$ cat config.mk
export PLATFORM = sky130hd
export DESIGN_NAME = transaction_rr_arbiter
export DESIGN_NICKNAME = d
export VERILOG_FILES = /design/src/rtl/transaction_rr_arbiter.sv
export SDC_FILE = /design/constraint.sdc
export NUM_CORES = 1
export LEC_CHECK = 0
export ABC_AREA = 1
export CAP_MARGIN = 10
export CORE_UTILIZATION = 36
export CTS_CLUSTER_DIAMETER = 50
export DETAILED_ROUTE_END_ITERATION = 7
export GPL_ROUTABILITY_DRIVEN = 0
export PLACE_DENSITY = 0.87
export SYNTH_ARGS = -nofsm -noshare
export SYNTH_HDL_FRONTEND = slang
export SYNTH_SLANG_ARGS = --single-unit
$ cat constraint.sdc
create_clock -name i_clk -period 1.5 [get_ports i_clk]
set_input_delay 0.225 -clock i_clk [delete_from_list [all_inputs] [get_ports i_clk]]
set_output_delay 0.225 -clock i_clk [all_outputs]
set_load 0.02 [all_outputs]
$ cat src/rtl/transaction_rr_arbiter.sv
// Round-robin arbiter moving one word per cycle from four first-word-fall-through
// input FIFOs to the output FIFO named by each word's 2-bit destination field.
module transaction_rr_arbiter #(
  parameter int FIFO_WORD_SIZE = 10,
  parameter int NUM_PORTS      = 4
) (
  input  logic                      i_clk,
  input  logic                      i_reset,
  input  logic                      i_arb_enable,
  input  logic [NUM_PORTS-1:0]      i_fifo_in_empty,
  input  logic [FIFO_WORD_SIZE-1:0] i_fifo_in_data0,
  input  logic [FIFO_WORD_SIZE-1:0] i_fifo_in_data1,
  input  logic [FIFO_WORD_SIZE-1:0] i_fifo_in_data2,
  input  logic [FIFO_WORD_SIZE-1:0] i_fifo_in_data3,
  input  logic [NUM_PORTS-1:0]      i_fifo_out_almost_full,
  input  logic [NUM_PORTS-1:0]      i_fifo_out_full,
  output logic [NUM_PORTS-1:0]      o_pop_in,
  output logic [NUM_PORTS-1:0]      o_push_out,
  output logic [FIFO_WORD_SIZE-1:0] o_data_out,
  output logic [1:0]                o_arb_state,
  output logic [1:0]                o_grant_idx
);

  localparam int W = FIFO_WORD_SIZE;
  localparam logic [1:0] S_IDLE  = 2'd0;
  localparam logic [1:0] S_ARB   = 2'd1;
  localparam logic [1:0] S_STALL = 2'd2;

  logic [1:0]   r_state;
  logic [1:0]   r_rr_ptr;
  logic [1:0]   r_grant_idx;
  logic [3:0]   r_push_out;
  logic [W-1:0] r_data_out;

  logic [W-1:0] w_in_data [4];
  logic [1:0]   w_cand [4];
  logic [3:0]   w_cand_rq;
  logic [1:0]   w_gnt_idx;
  logic [W-1:0] w_gnt_word;
  logic         w_stall;
  logic         w_any_rq;
  logic         w_gnt_ok;
  logic [1:0]   w_state_next;

  assign w_in_data[0] = i_fifo_in_data0;
  assign w_in_data[1] = i_fifo_in_data1;
  assign w_in_data[2] = i_fifo_in_data2;
  assign w_in_data[3] = i_fifo_in_data3;

  assign w_stall  = (|i_fifo_out_almost_full) | (|i_fifo_out_full);
  assign w_any_rq = |(~i_fifo_in_empty);
  assign w_gnt_ok = (r_state == S_ARB) & i_arb_enable & ~w_stall & w_any_rq & ~i_reset;

  // Candidate k is the port k+1 places after the last grant, so candidate 0 has top priority.
  genvar gi;
  generate
    for (gi = 0; gi < 4; gi++) begin : g_cand
      assign w_cand[gi]    = r_rr_ptr + 2'(gi + 1);
      assign w_cand_rq[gi] = ~i_fifo_in_empty[w_cand[gi]];
    end
  endgenerate

  always_comb begin
    w_gnt_idx = w_cand[0];
    for (int k = 3; k >= 0; k--) begin
      if (w_cand_rq[k]) begin
        w_gnt_idx = w_cand[k];
      end
    end
  end

  assign w_gnt_word = w_in_data[w_gnt_idx];
  assign o_pop_in   = w_gnt_ok ? (4'b0001 << w_gnt_idx) : 4'b0000;

  always_comb begin
    w_state_next = S_ARB;
    if (!i_arb_enable || !w_any_rq) begin
      w_state_next = S_IDLE;
    end else if (w_stall) begin
      w_state_next = S_STALL;
    end
  end

  // Pointer reset to 3 so that port 0 is first in line after reset.
  always_ff @(posedge i_clk) begin
    if (i_reset) begin
      r_state     <= S_IDLE;
      r_rr_ptr    <= 2'd3;
      r_grant_idx <= 2'd0;
      r_push_out  <= 4'b0000;
      r_data_out  <= '0;
    end else begin
      r_state <= w_state_next;
      if (w_gnt_ok) begin
        r_data_out  <= w_gnt_word;
        r_push_out  <= 4'b0001 << w_gnt_word[W-1:W-2];
        r_grant_idx <= w_gnt_idx;
        r_rr_ptr    <= w_gnt_idx;
      end else begin
        r_push_out <= 4'b0000;
      end
    end
  end

  assign o_push_out  = r_push_out;
  assign o_data_out  = r_data_out;
  assign o_arb_state = r_state;
  assign o_grant_idx = r_grant_idx;

endmodule

# After elaboration in Yosys (flattened, before gate mapping)
# Cells that the tools add are included.
# word_totals
elab_cells,51
ff_bits,20
# classes
shift,2
mux,17
n_eq_ne,1
n_bitwise,10
addsub,3
order_cmp,5
n_reduce_logical,8
# op_table
operator,n
binary-select mux 10 bit (select 2 bit),1
2-to-1 mux 10 bit,2
"< comparator 2 x 3 -> 1 bit, second input constant",4
OR reduction 4 bit,3
2-to-1 mux 2 bit,5
binary-select mux 1 bit (select 2 bit),4
"left shift 1 x 2 -> 4 bit, first input constant",2
"adder 2 bit, second input constant",2
AND 1 bit,4
2-to-1 mux 1 bit,4
2-to-1 mux 4 bit,1
NOT 4 bit,1
OR reduction 2 bit,2
"greater-or-equal comparator 3 bit, second input constant",1
NOT 1 bit,3
NOT 2 -> 3 bit,1
"adder 2 x 1 -> 2 bit, second input constant",1
"== test 2 x 1 -> 1 bit, second input constant",1
logical NOT 1 bit,2
logical OR 1 bit,1
OR 1 bit,1

# Depth between registers and ports, before layout
# Gate-level depths: netlist of run 1.
# logic_depth
depth_word,11
mapped_depth,16

# Worst setup path after synthesis of run 1
# No wires, ideal clock.
# synth_timing
kind,reg-to-output
from,register r_rr_ptr[0]
to,output port o_pop_in[3]
stages_incl_launch_ff,15
n_path_buf,2
t_arrival_ns,1.599
slack_ns,-0.324
required_time_ns,1.275
cell_sequence,dfxtp_1 > buf_6 > inv_8 > nand2_2 > nand2_1 > nand2_1 > nand3_1 > nand3b_1 > nand2_1 > nand2_2 > inv_2 > buf_4 > nor2_2 > inv_1 > nor2_1
# synth_via
elab_chain_cells,8
# synth_lines
item,line_no,text
from (decl),30,logic [1:0] r_rr_ptr;
from (signal assigned),98,r_rr_ptr <= w_gnt_idx;
adder 2 bit / binary-select mux 1 bit (select 2 bit) (equally long branches),"58, 59",
binary-select mux 1 bit (select 2 bit) / 2-to-1 mux 1 bit (equally long branches),59,assign w_cand_rq[gi] = ~i_fifo_in_empty[w_cand[gi]];
2-to-1 mux 1 bit (implied by the code) / 2-to-1 mux 2 bit (equally long branches),"59, 66",
2-to-1 mux 2 bit (2 in a row),66,if (w_cand_rq[k]) begin
2-to-1 mux 2 bit (*),66,
left shift 1 x 2 -> 4 bit (*),73,assign o_pop_in = w_gnt_ok ? (4'b0001 << w_gnt_idx) : 4'b0000;
2-to-1 mux 4 bit (*),73,
to (decl),17,"output logic [NUM_PORTS-1:0] o_pop_in,"
# Mark *: on every way between the ends. The rest lies on a longest branch, timed or not. The select of a mux whose other input is x is not followed.

# Worst setup path in the final report of run 1
# Same ends and word-level chain as after synthesis.

==> flow_metrics.py, run 1 <==
metrics = {
    "timing": {
        "setup_viol": 21,
        "timing.clock.skew_ns": 0.00308,
        "fin_crit_sh": 1.31,
        "hold_worst_slack_ns": 0.509,
        "grt_setup_unrepaired": "true",
        "max_fclk_ghz": 0.510,
        "final.setup.worst_slack_ns": -0.462,
        "worst-slew-pin-transition_ns": 0.264,
        "max_slew_violations": 0,
        "max-slew-margin-rel": 0.824,
        "hold_violations": 0,
        "final_period_minus_worst_setup_slack_ns": 1.96,
    },
    "yosys": {
        "yosys_register_bits": 20,
        "ys_warn_count": 0,
        "synthesis.area_per_instance_um2": 5.96,
        "synth-main-ff-cell": "dfxtp_1",
        "synth_nets": 309,
        "netlist-cell-type-count": 23,
        "synth_async_reset_ratio": 0,
        "synth_seq_area_share": 0.265,
        "synth_enable_flop_cells": 0,
        "syn-cell-area_um2": 1510,
        "syn_inst": 254,
    },
    "final_layout": {
        "finish.net_count": 405,
        "most_frequent_cells_in_the_layout": "clkdlybuf4s50_1, inv_1, nand3_1",
        "final_layout_size_suffix_gt1_frac": 0.261,
        "insertedDiodeCount": 0,
        "final_design_area_no_fill_um2": 2740,
        "area_delta_synth_final_pct": 80.8,
        "layout.core_utilization": 0.679,
        "fillCellCount": 337,
        "final_common_cell": "clkdlybuf4s50_1",
    },
    "floorplan": {
        "floorplan.die.height_um": 66.8,
        "die_w_um": 66.8,
        "start_util": 0.375,
        "number_of_cell_rows": 23,
        "placeableCoreArea_um2": 4030,
        "die_area_um2": 4460,
        "io_pins": 77,
    },
    "clock_network": {
        "clock-sinks": 20,
        "ctsRootBufferMaster": "clkbuf_8",
        "cts.hold.buffers_added": 0,
        "cts_max_level": 1,
        "clk_pin_slew_ns": 0.07,
        "ctsLongestPathBuffers": 2,
        "cts_tree": "yes",
        "clk-insertion-delay-late_ns": 0.25,
        "cts_made_buffers": 3,
    },
    "routing": {
        "antenna_violating_nets_post_route": 0,
        "wl_per_cell_um": 12.0,
        "detail_route.iter0.violations": 72,
        "detail_route.drc_violations": 0,
        "drt-pass1-iter-count": 4,
        "detail_route.wirelength_mm": 4.78,
        "routed-via-count": 1938,
        "vias_per_cell": 4.86,
    },
    "status": {
        "violations_in_the_final_reports": "setup timing",
        "run_status": "finished, violations left",
    },
    "global_routing": {
        "global_route.usage.total": 0.217,
        "globalRoute.totalOverflow": 0,
        "grt_pass1_vias": 1781,
        "grt_start_max_net_pins": 22,
        "grt_first_pass_wirelength_mm": 7.37,
        "antenna_violations_before_repair": 0,
    },
    "setup_path": {
        "timing.setup.critical_path_class": "reg -> out",
        "worst_r2r_path_depth": 13,
        "worstSetupEndpointType": "primary output",
        "worst-path-max-fanout": 8,
        "worstSetupStartpointType": "register",
        "cp.required_ns": 1.27,
        "arrival_ns": 1.74,
    },
    "run": {
        "max_cap_violations": 0,
    },
    "pwr": {
        "power-per-cell-area_nw_per_um2": 522,
        "peakVddDrop_uv": 290,
        "p_total_mw": 1.43,
        "leak_pwr_nw": 1.37,
    },
    "placed_design": {
        "place_hpwl_mm": 3.46,
        "dpl-instance-area_um2": 2500,
        "port-buffer-count": 76,
    },
    "hold_path": {
        "whs_path_depth": 2,
        "hp-class": "reg -> reg",
    },
}
-- final cells by class --
class,instances,area [µm²],area share
tap,50,62.6,0.0229
clock buffer,3,41.3,0.0151
sequential,20,405,0.148
multi-input combinational,169,1000,0.366
inverter,55,224,0.0819
timing repair buffer,101,970,0.355
clock inverter,1,30.0,0.0110
-- power breakdown --
group	total (mW)	internal, mW	switching (mW)
Clock	0.532	0.356	0.176
Sequential	0.531	0.530	0.000859
Combinational	0.364	0.202	0.162
-- final timing paths --
check	startpoint	end	slack, ns
hold / removal	o_grant_idx[1]$_SDFFE_PP0P_	o_grant_idx[1]$_SDFFE_PP0P_	0.51
hold reg to reg	o_grant_idx[1]$_SDFFE_PP0P_	o_grant_idx[1]$_SDFFE_PP0P_	0.51
setup / recovery	r_rr_ptr[0]$_SDFFE_PP1P_	o_pop_in[3]	-0.46
setup reg to reg	r_rr_ptr[0]$_SDFFE_PP1P_	o_push_out[3]$_SDFF_PP0_	-0.33
-- sequential cells by signal, indices dropped and copies added (netlist names) --
register     cells
o_push_out       4
r_rr_ptr         2
o_grant_idx      2
o_data_out      10
o_arb_state      2
-- metrics by stage --
| step | setup TNS (ns) | setup WS (ns) | instances |
|---|---|---|---|
| floorplan | -1.67 | -0.205 | 254 |
| global placement | -12.22 | -0.939 | 393 |
| detailed placement | -13.26 | -0.994 | 393 |
| CTS | -5.44 | -0.441 | 396 |
| global route | -8.46 | -0.571 | 399 |
| finish | -5.61 | -0.462 | 399 |
-- Yosys cell counts (2+ instances only) --
library cell / n / share of area
nand2_1: 57 / 0.14
nand3_1: 52 / 0.17
inv_1: 49 / 0.12
nor2_1: 21 / 0.052
dfxtp_1: 20 / 0.26
nand2_2: 13 / 0.054
o21a_1: 10 / 0.050
a21oi_1: 5 / 0.017
inv_2: 4 / 0.0099
buf_2: 3 / 0.0099
buf_6: 3 / 0.022
buf_4: 2 / 0.0099
clkbuf_1: 2 / 0.0050
nand2_4: 2 / 0.015
nand4_1: 2 / 0.0083
o211ai_1: 2 / 0.0099
-- layer usage --
metal,GRT usage,share of wire
met1,0.241,0.42
met2,0.405,0.48
met4,0.0691,0.026
met5,0,0
met3,0.0411,0.080
-- critical path, cell delays in order, from the launching register on --
cell and delay [ns]:
dfxtp_4 0.43, inv_8 0.07, nand2_4 0.08, nand3_4 0.08, nand2_2 0.09, nand3_2 0.07, nand3b_1 0.09, nand2_1 0.07
nand2_2 0.09, inv_2 0.06, nor2_4 0.09, inv_2 0.06, nor2_4 0.10, buf_6 0.12
-- cell families after synthesis --
| kind of cell | synth area share |
|---|---|
| simple gates | 0.467 |
| buf+inv | 0.189 |
| flops | 0.265 |
| compound gates | 0.0794 |
-- what timing repair did --
item / in CTS / in global routing
buffers inserted: 2 / 4
pin swaps: 13 / 15
gates resized for setup: 59 / 19
endpoints found under the setup margin: 23 / 23
No activity file was read; power rests on OpenSTA's default activity.
==> inputs of run 2 (changes only) <==
CORE_UTILIZATION = 37   (was 36)
CTS_BUF_LIST = sky130_fd_sc_hd__clkbuf_4 sky130_fd_sc_hd__clkbuf_8   (was default)
PLACE_DENSITY = 0.89   (was 0.87)
==> flow_metrics.py, run 2 (synthesis results as in run 1) <==
metrics = {
    "setup_path": {
        "r2r_end": "o_data_out[7]$_SDFFE_PP0P_",
        "timing.setup.critical_path_class": "reg -> out",
        "worstSetupEndpointType": "primary output",
        "worst-path-max-fanout": 7,
        "timing.reg2reg.setup_slack_ns": -0.46,
        "worst_r2r_path_depth": 16,
        "arrival_ns": 1.81,
        "worstSetupStartpointType": "register",
        "rr_startpoint": "r_rr_ptr[0]$_SDFFE_PP1P_",
        "crit_path_start": "r_rr_ptr[0]$_SDFFE_PP1P_",
        "cp.required_ns": 1.27,
    },
    "global_routing": {
        "antenna_violations_before_repair": 0,
        "grt_start_max_net_pins": 20,
        "globalRoute.totalOverflow": 0,
        "grt_pass1_vias": 1882,
        "grt_first_pass_wirelength_mm": 8.09,
        "global_route.usage.total": 0.238,
    },
    "clock_network": {
        "ctsLongestPathBuffers": 2,
        "cts_made_buffers": 3,
        "cts_max_level": 1,
        "clk-insertion-delay-late_ns": 0.26,
        "cts.hold.buffers_added": 0,
        "clock-sinks": 20,
        "cts_tree": "yes",
        "clk_pin_slew_ns": 0.08,
        "ctsRootBufferMaster": "clkbuf_8",
    },
    "floorplan": {
        "start_util": 0.398,
        "number_of_cell_rows": 22,
        "die_area_um2": 4350,
        "placeableCoreArea_um2": 3800,
        "die_w_um": 65.9,
        "io_pins": 77,
        "floorplan.die.height_um": 65.9,
    },
    "timing": {
        "max_fclk_ghz": 0.491,
        "max_slew_violations": 0,
        "hold_violations": 0,
        "timing.clock.skew_ns": 0.00665,
        "fin_crit_sh": 1.36,
        "grt_setup_unrepaired": "true",
        "setup_viol": 22,
        "timing.setup.tns_ns": -8.46,
        "worst-slew-pin-transition_ns": 0.263,
        "final_period_minus_worst_setup_slack_ns": 2.04,
        "final.setup.worst_slack_ns": -0.537,
        "hold_worst_slack_ns": 0.523,
        "max-slew-margin-rel": 0.824,
    },
    "placed_design": {
        "port-buffer-count": 76,
        "detailedPlace.worstSlack_ns": -1.05,
        "place_inst": 390,
        "place_hpwl_mm": 3.51,
    },
    "final_layout": {
        "insertedDiodeCount": 0,
        "final_layout_size_suffix_gt1_frac": 0.353,
        "final_common_cell": "clkdlybuf4s50_1",
        "area_delta_synth_final_pct": 99.9,
        "largest_register_ff_count": 10,
        "post_layout_nonfiller_instances": 408,
        "layout.core_utilization": 0.796,
        "fillCellCount": 253,
        "most_frequent_cells_in_the_layout": "clkdlybuf4s50_1, inv_1, nand2_1",
        "finish.net_count": 416,
    },
    "pwr": {
        "sw_frac_of_total": 0.255,
        "power_report.internal_total_mw": 1.15,
        "p_seq_frac": 0.344,
        "power-per-cell-area_nw_per_um2": 511,
        "combPwrFrac": 0.304,
        "clock_power_share": 0.352,
        "total_net_switching_power_uw": 394,
        "leak_pwr_nw": 1.46,
        "peakVddDrop_uv": 445,
    },
    "hold_path": {
        "whs_path_depth": 2,
        "worst_hold_startpoint": "o_grant_idx[1]$_SDFFE_PP0P_",
        "hp-class": "reg -> reg",
        "hold_path_end": "o_grant_idx[1]$_SDFFE_PP0P_",
    },
    "routing": {
        "vias_per_cell": 5.05,
        "routed-via-count": 2061,
        "detail_route.wirelength_mm": 5.67,
        "antenna_violating_nets_post_route": 0,
        "drt-pass1-iter-count": 4,
        "detail_route.iter0.violations": 74,
        "wl_per_cell_um": 13.9,
        "detail_route.drc_violations": 0,
    },
    "run": {
        "max_cap_violations": 0,
    },
    "status": {
        "violations_in_the_final_reports": "setup timing",
        "run_status": "finished, violations left",
    },
}
## run 2: cell types whose count changed in the layout (fill, tap and decap cells not counted), moves of 3 or more
cell and delta:
a21oi_1 -3, a21oi_2 +3, nand2_4 +4, buf_4 +4, nand2_1 -6, nand2_2 +3, nand3_1 -18, nand3_2 +17
## run 2: final cells by class
cell class | count | area (µm²) | area share
inverters | 55 | 224 | 0.0741
repair buffers | 112 | 1130 | 0.374
well taps | 48 | 60.1 | 0.0199
multi-input cells | 169 | 1130 | 0.375
clock buffers | 3 | 41.3 | 0.0137
clock inverters | 1 | 30.0 | 0.00993
flip-flops and latches | 20 | 404 | 0.134
## run 2: power groups by stage
stage	Combinational [mW]	Sequential, mW	Clock (mW)
floorplan	0.156	0.547	0
global placement	0.337	0.545	0
detailed placement	0.343	0.545	0
CTS	0.413	0.531	0.546
global route	0.505	0.531	0.562
finish	0.469	0.531	0.544
## run 2: how the worst max path moves through the flow
stage | end | cells past startpoint
after global placement | o_pop_in[1] | 14
after CTS | o_pop_in[1] | 13
after floorplan | o_pop_in[0] | 13
final | o_pop_in[1] | 13
after detailed placement | o_pop_in[1] | 14
after global routing | o_pop_in[1] | 13
## run 2: per-stage QoR
step,total power [mW],instance area [µm²]
after floorplan,0.703,1570
after global placement,0.882,2490
after detailed placement,0.888,2490
after CTS,1.49,2780
after global routing,1.60,3020
final,1.54,3020
## run 2: timing repair
action	CTS	global route
resized for setup	62	48
setup endpoints to repair	22	22
buffers inserted	9	6
pin swaps	17	32
cloned	2	1
endpoints found under the hold margin	0	0
## run 2: worst max-delay path, cell delays in order (launching register included)
cell and delay [ns]:
dfxtp_4 0.43, inv_8 0.06, nand2_4 0.07, nand3_2 0.10
nand2_2 0.10, nand3_2 0.11, nand2_4 0.10, nand2_4 0.06
nand2_4 0.09, nand2_8 0.08, inv_4 0.07, nand2_4 0.05
nor2_4 0.10, buf_6 0.12
## run 2: routing by layer
layer | vias to the layer above | GRT usage | wire, µm
li1 | 994 | - | -
met1 | 941 | 0.270 | 2190
met2 | 111 | 0.448 | 2890
met3 | 15 | 0.0517 | 490
met4 | 0 | 0.0559 | 102
met5 | - | 0 | 0
==> inputs of run 3 (changes only) <==
REMOVE_ABC_BUFFERS = 1   (was default)
==> flow_metrics.py, run 3 (synthesis results as in run 1) <==
metrics = {
    "status": {
        "run_status": "finished, violations left",
        "violations_in_the_final_reports": "setup timing",
    },
    "timing": {
        "timing.clock.skew_ns": 0.00218,
        "max_fclk_ghz": 0.466,
        "fin_crit_sh": 1.43,
        "max_slew_violations": 0,
        "final.setup.worst_slack_ns": -0.648,
        "setup_viol": 22,
        "worst-slew-pin-transition_ns": 0.260,
        "hold_violations": 0,
        "max-slew-margin-rel": 0.826,
        "final_period_minus_worst_setup_slack_ns": 2.15,
        "grt_setup_unrepaired": "true",
    },
    "setup_path": {
        "arrival_ns": 1.92,
        "worst_r2r_path_depth": 15,
        "timing.setup.critical_path_class": "reg -> out",
        "worstSetupStartpointType": "register",
        "worstSetupEndpointType": "primary output",
        "cp.required_ns": 1.27,
        "worst-path-max-fanout": 8,
    },
    "routing": {
        "detail_route.iter0.violations": 172,
        "detail_route.drc_violations": 0,
        "drt-pass1-iter-count": 4,
        "routed-via-count": 2147,
        "antenna_violating_nets_post_route": 0,
        "detail_route.wirelength_mm": 6.82,
        "vias_per_cell": 5.24,
        "wl_per_cell_um": 16.6,
    },
    "final_layout": {
        "final_layout_size_suffix_gt1_frac": 0.331,
        "most_frequent_cells_in_the_layout": "clkdlybuf4s50_1, inv_1, nand2_1",
        "insertedDiodeCount": 0,
        "largest_register_ff_count": 10,
        "final_common_cell": "clkdlybuf4s50_1",
        "area_delta_synth_final_pct": 100,
        "finish.net_count": 418,
        "final_design_area_no_fill_um2": 3030,
    },
    "placed_design": {
        "place_hpwl_mm": 3.41,
        "dpl-instance-area_um2": 2430,
        "detailedPlace.worstSlack_ns": -0.987,
        "port-buffer-count": 76,
    },
    "floorplan": {
        "start_util": 0.398,
        "io_pins": 77,
        "die_w_um": 65.9,
        "floorplan.die.height_um": 65.9,
        "placeableCoreArea_um2": 3800,
        "number_of_cell_rows": 22,
        "die_area_um2": 4350,
    },
    "global_routing": {
        "grt_pass1_vias": 1840,
        "globalRoute.totalOverflow": 0,
        "global_route.usage.total": 0.249,
        "antenna_violations_before_repair": 0,
        "grt_start_max_net_pins": 19,
        "grt_first_pass_wirelength_mm": 8.28,
    },
    "clock_network": {
        "ctsRootBufferMaster": "clkbuf_8",
        "cts.hold.buffers_added": 0,
        "clk-insertion-delay-late_ns": 0.28,
        "clock-sinks": 20,
        "cts_tree": "yes",
        "cts_made_buffers": 3,
        "clk_pin_slew_ns": 0.08,
        "cts_max_level": 1,
        "ctsLongestPathBuffers": 2,
    },
    "pwr": {
        "power-per-cell-area_nw_per_um2": 525,
        "peakVddDrop_uv": 419,
        "leak_pwr_nw": 1.46,
    },
    "run": {
        "max_cap_violations": 0,
    },
    "hold_path": {
        "whs_path_depth": 2,
        "hp-class": "reg -> reg",
    },
}
-- run 3: cell types whose count changed in the layout (fill, tap and decap cells not counted), moves of 2 or more --
cell and change:
buf_6 +3, buf_16 -2, inv_2 +2, nand3_2 -8, nor2_1 +2, nand3_1 +7
nor2_2 -3
-- run 3: final cells by class --
class | instances | area, µm²
repair buffers | 114 | 1150
multi-input cells | 169 | 1110
fillers | 241 | 771
flip-flops and latches | 20 | 408
inverters | 55 | 221
well taps | 48 | 60.1
clock buffers | 3 | 41.3
clock inverters | 1 | 30.0
-- run 3: final timing paths --
kind         slack [ns]                     endpoint                        start
min reg2reg        0.50  o_grant_idx[1]$_SDFFE_PP0P_  o_grant_idx[1]$_SDFFE_PP0P_
max reg2reg       -0.56     o_push_out[2]$_SDFF_PP0_     r_rr_ptr[0]$_SDFFE_PP1P_
min                0.50  o_grant_idx[1]$_SDFFE_PP0P_  o_grant_idx[1]$_SDFFE_PP0P_
max               -0.65                  o_pop_in[1]     r_rr_ptr[0]$_SDFFE_PP1P_
-- run 3: repair_timing --
action	4_1_cts	5_1_grt
endpoints found under the setup margin	22	23
gates resized for setup	71	46
gates cloned	1	3
buffers inserted	10	7
endpoints found under the hold margin	0	0
pin swaps	17	24
-- run 3: metal layers --
layer  part of all wire  routed length [µm]  track usage  up-vias
met5                  0                   0            0        -
met4              0.048                 330        0.106        0
met3              0.089                 608       0.0448       31
met2               0.49                3340        0.455      140
met1               0.37                2540        0.279      981
li1                   -                   -            -      995
-- run 3: where the power goes --
| group | switching, mW | leakage, nW | total (mW) | internal [mW] |
|---|---|---|---|---|
| clock network | 0.220 | 0.0357 | 0.578 | 0.358 |
| logic | 0.217 | 1.27 | 0.483 | 0.265 |
| registers | 0.000622 | 0.161 | 0.529 | 0.528 |
-- run 3: stage by stage --
step | TNS, ns | hold WS, ns | util | total power, mW | std cells
after detailed placement | -12.80 | 0.476 | 0.640 | 0.878 | 389
after global routing | -12.15 | 0.505 | 0.797 | 1.64 | 410
after global placement | -11.44 | 0.453 | 0.640 | 0.869 | 389
after floorplan | -7.51 | 0.294 | - | 0.678 | 244
after CTS | -7.23 | 0.487 | 0.721 | 1.48 | 401
final | -10.44 | 0.496 | 0.797 | 1.59 | 410
-- run 3: critical path, stage by stage, from the launching register on --
cell	delay [ns]
dfxtp_4	0.45
inv_12	0.07
nand2_2	0.10
nand2_4	0.08
nand2_1	0.08
nand2_1	0.09
inv_2	0.15
nand2_4	0.07
nand2_4	0.07
nand2_4	0.07
inv_2	0.07
nand2_2	0.07
nor2_1	0.11
buf_4	0.15
